==> config.mk <==
export PLATFORM = sky130hd
export DESIGN_NAME = axi_bus_arbiter
export DESIGN_NICKNAME = d
export VERILOG_FILES = /design/src/rtl/axi_bus_arbiter.sv
export SDC_FILE = /design/constraint.sdc
export NUM_CORES = 1
export LEC_CHECK = 0
export CAP_MARGIN = 40
export CORE_AREA = 8 8 113 115
export DETAILED_ROUTE_END_ITERATION = 8
export DIE_AREA = 0 0 121 123
export PLACE_DENSITY = 0.66
export SLEW_MARGIN = 20
export SYNTH_ARGS = -nofsm -noshare
export SYNTH_HDL_FRONTEND = slang
export SYNTH_SLANG_ARGS = --single-unit
==> constraint.sdc <==
create_clock -name clk -period 1.6 [get_ports clk]
set_clock_uncertainty 0.05 [all_clocks]
set_input_delay 0.16 -clock clk [delete_from_list [all_inputs] [get_ports clk]]
set_output_delay 0.16 -clock clk [all_outputs]
set_load 0.005 [all_outputs]
==> src/rtl/axi_bus_arbiter.sv <==
// axi_bus_arbiter
//   Two-master, one-slave arbiter for the single-outstanding
//   avalid/aready/bvalid register bus. One master owns the slave side from
//   its address phase through its response; ownership then re-arbitrates
//   (round-robin, or m0-first when FIXED_PRIO != 0).
//
// Parameters
//   FIXED_PRIO      0 = round-robin, 1 = m0 wins when both request
//   TIMEOUT_CYCLES  response watchdog limit (1..65535), AXI_ARB_TIMEOUT_EN only
//
// Build option
//   AXI_ARB_TIMEOUT_EN  enables the response watchdog; a timed-out
//                       transaction is answered with bdata 32'hDEADBEEF.
//
// Ports
//   clk, rst                 bus clock, synchronous active-high reset
//   m{0,1}_avalid/aready     master request handshake
//   m{0,1}_awe/aaddr/adata/astrb  master request fields
//   m{0,1}_bvalid/bdata      response to master (bdata broadcast)
//   s_avalid/aready, s_awe/aaddr/adata/astrb  request to slave
//   s_bvalid/bdata           response from slave
//   grant                    current or last granted master index

module axi_bus_arbiter #(
  parameter int unsigned FIXED_PRIO     = 0,
  parameter int unsigned TIMEOUT_CYCLES = 255
) (
  input  logic        clk,
  input  logic        rst,

  input  logic        m0_avalid,
  output logic        m0_aready,
  input  logic        m0_awe,
  input  logic [29:0] m0_aaddr,
  input  logic [31:0] m0_adata,
  input  logic [3:0]  m0_astrb,
  output logic        m0_bvalid,
  output logic [31:0] m0_bdata,

  input  logic        m1_avalid,
  output logic        m1_aready,
  input  logic        m1_awe,
  input  logic [29:0] m1_aaddr,
  input  logic [31:0] m1_adata,
  input  logic [3:0]  m1_astrb,
  output logic        m1_bvalid,
  output logic [31:0] m1_bdata,

  output logic        s_avalid,
  input  logic        s_aready,
  output logic        s_awe,
  output logic [29:0] s_aaddr,
  output logic [31:0] s_adata,
  output logic [3:0]  s_astrb,
  input  logic        s_bvalid,
  input  logic [31:0] s_bdata,

  output logic        grant
);

  typedef enum logic [1:0] {
    ST_IDLE,
    ST_ADDR,
    ST_RESP
  } state_t;

  state_t      state_q, state_d;
  logic        grant_q, grant_d;
  logic        last_q, last_d;
  logic        req_g;      // avalid of the granted master
  logic        aready_g;   // aready routed to the granted master
  logic        resp_v;     // bvalid routed to the granted master
  logic        pick;       // winner if arbitration happens this cycle
  logic [31:0] resp_data;

`ifdef AXI_ARB_TIMEOUT_EN
  logic [15:0] tmo_cnt_q;
  logic        resp_tmo;
`endif

  // Request fields always follow the granted master; the slave only
  // looks at them while s_avalid is high.
  always_comb begin
    if (grant_q) begin
      req_g   = m1_avalid;
      s_awe   = m1_awe;
      s_aaddr = m1_aaddr;
      s_adata = m1_adata;
      s_astrb = m1_astrb;
    end else begin
      req_g   = m0_avalid;
      s_awe   = m0_awe;
      s_aaddr = m0_aaddr;
      s_adata = m0_adata;
      s_astrb = m0_astrb;
    end
  end

  always_comb begin
    if (m0_avalid && m1_avalid) begin
      pick = (FIXED_PRIO != 0) ? 1'b0 : ~last_q;
    end else begin
      pick = m1_avalid;
    end
  end

  always_comb begin
    state_d  = state_q;
    grant_d  = grant_q;
    last_d   = last_q;
    s_avalid = 1'b0;
    aready_g = 1'b0;
    resp_v   = 1'b0;
`ifdef AXI_ARB_TIMEOUT_EN
    resp_tmo = 1'b0;
`endif
    unique case (state_q)
      ST_IDLE: begin
        if (m0_avalid || m1_avalid) begin
          grant_d = pick;
          state_d = ST_ADDR;
        end
      end
      ST_ADDR: begin
        s_avalid = req_g;
        aready_g = s_aready;
        if (!req_g) begin
          // Abandoned request: not a completed turn, so last_grant stays.
          state_d = ST_IDLE;
        end else if (s_aready) begin
          if (s_bvalid) begin
            // Zero-wait slave: response completes in the accept cycle.
            resp_v  = 1'b1;
            last_d  = grant_q;
            state_d = ST_IDLE;
          end else begin
            state_d = ST_RESP;
          end
        end
      end
      ST_RESP: begin
        if (s_bvalid) begin
          resp_v  = 1'b1;
          last_d  = grant_q;
          state_d = ST_IDLE;
        end
`ifdef AXI_ARB_TIMEOUT_EN
        else if (tmo_cnt_q == 16'(TIMEOUT_CYCLES - 1)) begin
          resp_v   = 1'b1;
          resp_tmo = 1'b1;
          last_d   = grant_q;
          state_d  = ST_IDLE;
        end
`endif
      end
      default: state_d = ST_IDLE;
    endcase
  end

  always_ff @(posedge clk) begin
    if (rst) begin
      state_q <= ST_IDLE;
      grant_q <= 1'b0;
      last_q  <= 1'b1;
    end else begin
      state_q <= state_d;
      grant_q <= grant_d;
      last_q  <= last_d;
    end
  end

`ifdef AXI_ARB_TIMEOUT_EN
  // Held at zero outside RESP, which gives the clear-on-entry behaviour.
  always_ff @(posedge clk) begin
    if (rst || state_q != ST_RESP) begin
      tmo_cnt_q <= '0;
    end else if (!s_bvalid) begin
      tmo_cnt_q <= tmo_cnt_q + 16'd1;
    end
  end

  assign resp_data = resp_tmo ? 32'hDEADBEEF : s_bdata;
`else
  logic [15:0] unused_timeout_cycles;
  assign unused_timeout_cycles = 16'(TIMEOUT_CYCLES);
  assign resp_data = s_bdata;
`endif

  assign m0_aready = aready_g & ~grant_q;
  assign m1_aready = aready_g &  grant_q;
  assign m0_bvalid = resp_v   & ~grant_q;
  assign m1_bvalid = resp_v   &  grant_q;
  assign m0_bdata  = resp_data;
  assign m1_bdata  = resp_data;
  assign grant     = grant_q;

endmodule

Word level (Yosys, flattened, before mapping)
Cells that the tools add are included.

storage, ports and cells
  register bits = 4
  bits of input ports = 172
  output and inout port bits = 137
  word-level logic and storage cells = 45

operators by class
  equality and inequality tests = 7
  muxes and demuxes = 22
  bitwise operators = 6
  reductions and logical operators = 7

operators by type and width
  operator              count
  $mux W32              1
  $mux W30              1
  $mux W1               11
  $mux W2               5
  $ne A2 B2 Y1 const B  4
  $pmux W2 S3           1
  $reduce_and A3 Y1     2
  $and A1 B1 Y1         4
  $mux W4               1
  $pmux W1 S2           2
  $ne A3 B3 Y1 const B  1
  $eq A2 B1 Y1 const B  1
  $eq A2 B2 Y1 const B  1
  $logic_not A2 Y1      1
  $not A1 Y1            2
  $reduce_and A2 Y1     1
  $reduce_bool A2 Y1    1
  $logic_and A1 B1 Y1   1
  $logic_or A1 B1 Y1    1

Logic depth before layout (Yosys ltp)
  word-level depth = 5
  depth in mapped cells = 6
  mapped depth without buffers = 6

Worst setup path after synthesis
Ideal clock, no wire load.

  path type = reg2reg
  from = reg state_q[0]
  to = reg state_q[0]
  setup time = 72 ps
  arrival = 1227 ps
  required time = 1478 ps
  setup slack = 251 ps
  cell stages (with the launch flop) = 7
  buffers on the path = 0
  cell sequence = dfxtp_1 > inv_1 > ha_1 > nor2b_1 > a21oi_1 > a21boi_2 > mux2i_1

between the ends
  word-level cells in the longest chain between the ends = 3

ends and longest elaborated chain
  element                                                 line  RTL
  from (decl)                                             67    state_t state_q, state_d;
  from (signal assigned)                                  166   state_q <= state_d;
  $eq A2 B1 Y1 (tied with other cells)                    117   unique case (state_q)
  $ne A3 B3 Y1 (no line) or $ne A2 B2 Y1 (tied branches)  --
  $reduce_and A3 Y1 (no line)                             --

Several ways; a longest one is shown, not always the timed one.
A chain may end at the register's enable or synchronous reset.

Worst setup path after layout
  from = reg grant_q (netlist: grant)
  to = out s_aaddr[19]

between the ends
  word-level cells in the longest chain between the ends = 1

ends and longest elaborated chain
  element                 line  RTL
  from (decl)             68    logic grant_q, grant_d;
  from (signal assigned)  167   grant_q <= grant_d;
  $mux W30                84    if (grant_q) begin
  to (decl)               52    output logic [29:0] s_aaddr,

No other way between the ends.

==> results.json <==
{
  "status": "finished, violations left",
  "violations": "setup timing",
  "max_cap_violations": 0,
  "power.density_nw_per_um2": 459,
  "synthTopCellsByArea": "mux2_2 47%, buf_4 30%, dfxtp_1 5.0%, ha_1 2.3%, buf_2 2.2%",
  "dp_slack_ns": -0.327,
  "clk_path_buf_depth": 2,
  "htreeDepth": 1,
  "globalplace.congestion": 0.837,
  "cts_made_buffers": 3,
  "cts_root_buf": "clkbuf_16",
  "vias": 1956,
  "wl_mm": 9.86,
  "vias_per_cell": 3.85,
  "grt_setup_unrepaired": "yes",
  "synthesis.instances": 179,
  "ir_drop_v": 0.000566,
  "antenna_found_initial": 0,
  "fmax_mhz": 580,
  "first_global_vias": 2194,
  "die_h_um": 123,
  "coreArea_um2": 11100,
  "place_hpwl_mm": 7.31,
  "synthXorXnorAreaFrac_pct": 0,
  "yosysMostFrequentCell": "mux2_2",
  "grt_remaining_overflow": 0,
  "slew_headroom_pct": 82.6,
  "fin_crit_ns": 1.72,
  "synth.largest_area_cell": "mux2_2",
  "total_power_mw": 1.87,
  "async_reset_ff_share_pct": 0,
  "tightest_slew_ns": 0.261,
  "hold_buffers": 0,
  "synth_top_family_by_area": "multiplexers",
  "final.setup.worst_slack_ns": -0.123,
  "syn_nets": 354,
  "rows": 39,
  "synth_edf_count": 0,
  "wire_per_inst_um": 19.4,
  "dieWidth_um": 121,
  "initial_utilization_pct": 14.5,
  "synth_warnings": 0,
  "cp_max_fo": 6,
  "setup.worst_path.end_class": "output port",
  "yosysTopAreaCellShare_pct": 47.1,
  "clk_latency_ns": 0.23,
  "syn2layout_area_growth_pct": 154,
  "rr_worst_depth": 8,
  "synth-compound-area-share_pct": 3.75,
  "synth_cell_type_count": 22,
  "post_synth_and_or_nand_nor_area_fraction_pct": 5.94,
  "grt_pass1_wl_mm": 13.3,
  "first_pass_iters": 4,
  "ant_nets": 0,
  "synth_common_cells": "67 x mux2_2, 64 x buf_4, 9 x nor2_1",
  "hold_viol": 0,
  "synthFlopType": "dfxtp_1",
  "clk_pin_slew_ns": 0.03,
  "drc": 0,
  "synth_area_per_cell_um2": 8.95,
  "ios": 309,
  "muxShareOfSynthArea_pct": 49.1,
  "io_buffers": 212,
  "grt_max_degree": 18,
  "setup_viol": 34,
  "cellLeakagePower_nw": 1.77,
  "antenna_cells": 0,
  "period_share_pct": 108,
  "synth_fa_ha_area_share_pct": 2.34,
  "cts_tree": "built",
  "start_kind": "flop",
  "nNetsFinal": 541,
  "dieArea_um2": 14900,
  "fill_cells": 1151,
  "grt_usage_pct": 11.5,
  "netlist_area_um2": 1600,
  "synth-seq-area-share_pct": 5.00,
  "critical_path_class": "reg -> out",
  "hold_depth": 0,
  "cts.sinks": 4,
  "layout-drive-gt1-share_pct": 47.9,
  "hp-class": "in -> out",
  "slew_violations": 0,
  "drtIter0Drc": 58,
  "cp.required_ns": 1.39,
  "ys_seq_elements": 4,
  "arrival_ns": 1.51
}
==> layout make-up <==
cell class	instances	area [um2]	share of cell area [%]
Timing Repair Buffer	254	2580	63.4
Multi-Input combinational cell	99	1130	27.8
Tap cell	143	179	4.40
Sequential cell	4	83.8	2.06
Clock buffer	4	78.8	1.94
Inverter	4	15.0	0.369
==> per-stage QoR <==
step / hold WS [ns] / utilization [%] / setup TNS (ns) / std cells / instance area, um2
global route: 0.270 / 36.7 / -3.88 / 508 / 4070
floorplan: 0.182 / - / 0 / 179 / 1600
CTS: 0.270 / 35.3 / -5.41 / 496 / 3910
finish: 0.270 / 36.7 / -1.55 / 508 / 4070
global placement: 0.270 / 31.5 / -3.17 / 474 / 3490
detailed placement: 0.270 / 31.5 / -4.24 / 474 / 3490
==> layer usage <==
layer | part of all wire (%) | up-vias | track usage (%)
li1 | - | 925 | -
met5 | 0 | - | 0
met3 | 6.6 | 12 | 3.29
met4 | 0.44 | 0 | 1.56
met1 | 41 | 917 | 14.1
met2 | 52 | 102 | 20.0
==> worst max-delay path: stages, from the launching register on <==
cell and delay, ns:
dfxtp_4 0.36, buf_12 0.13, buf_16 0.14, buf_12 0.13, buf_6 0.11, mux2_4 0.29, buf_6 0.12
==> cells in the final DEF, fill, tap and decap left out, types with 4 or more instances in the layout <==
master,n
clkdlybuf4s50_1,139
buf_6,39
mux2_4,36
mux2_2,31
buf_2,20
clkdlybuf4s15_1,15
buf_4,13
clkbuf_2,10
nor2_1,8
clkbuf_16,6
buf_12,6
nand2_1,5
dlymetal6s2s_1,4
==> flip-flops by register name, summed over array words and instances (netlist names) <==
name,count
state_q,2
grant,1
last_q,1
==> power breakdown <==
part           switching (mW)  internal (mW)
Combinational           0.407          0.934
Sequential            0.00913          0.109
Clock                  0.0770          0.330
==> what timing repair did <==
item,4_1_cts,5_1_grt
setup buffers,16,13
hold endpoints to repair,0,0
endpoints found under the setup margin,73,64
gates resized for setup,236,87
pin swaps,1,4
cloned,3,3
==> final timing paths <==
path	startpoint	end	slack (ns)
worst max-delay path	grant	s_aaddr[19]	-0.12
worst min register to register	last_q	last_q	0.43
worst min-delay path	s_bdata[26]	m0_bdata[26]	0.27
worst max register to register	grant	state_q[0]	-0.01
==> logic make-up (layout without fill, tap and decap cells) <==
| family | Yosys count | in the layout |
|---|---|---|
| buffers and inverters | 76 | 262 |
| AND/OR/NAND/NOR | 20 | 20 |
| adder cells (fa/ha/maj) | 3 | 3 |
| AO/OA/AOI/OAI | 7 | 7 |
| multiplexers | 69 | 69 |
| flip-flops | 4 | 4 |
Note: power is estimated with default switching activity, not from simulation.
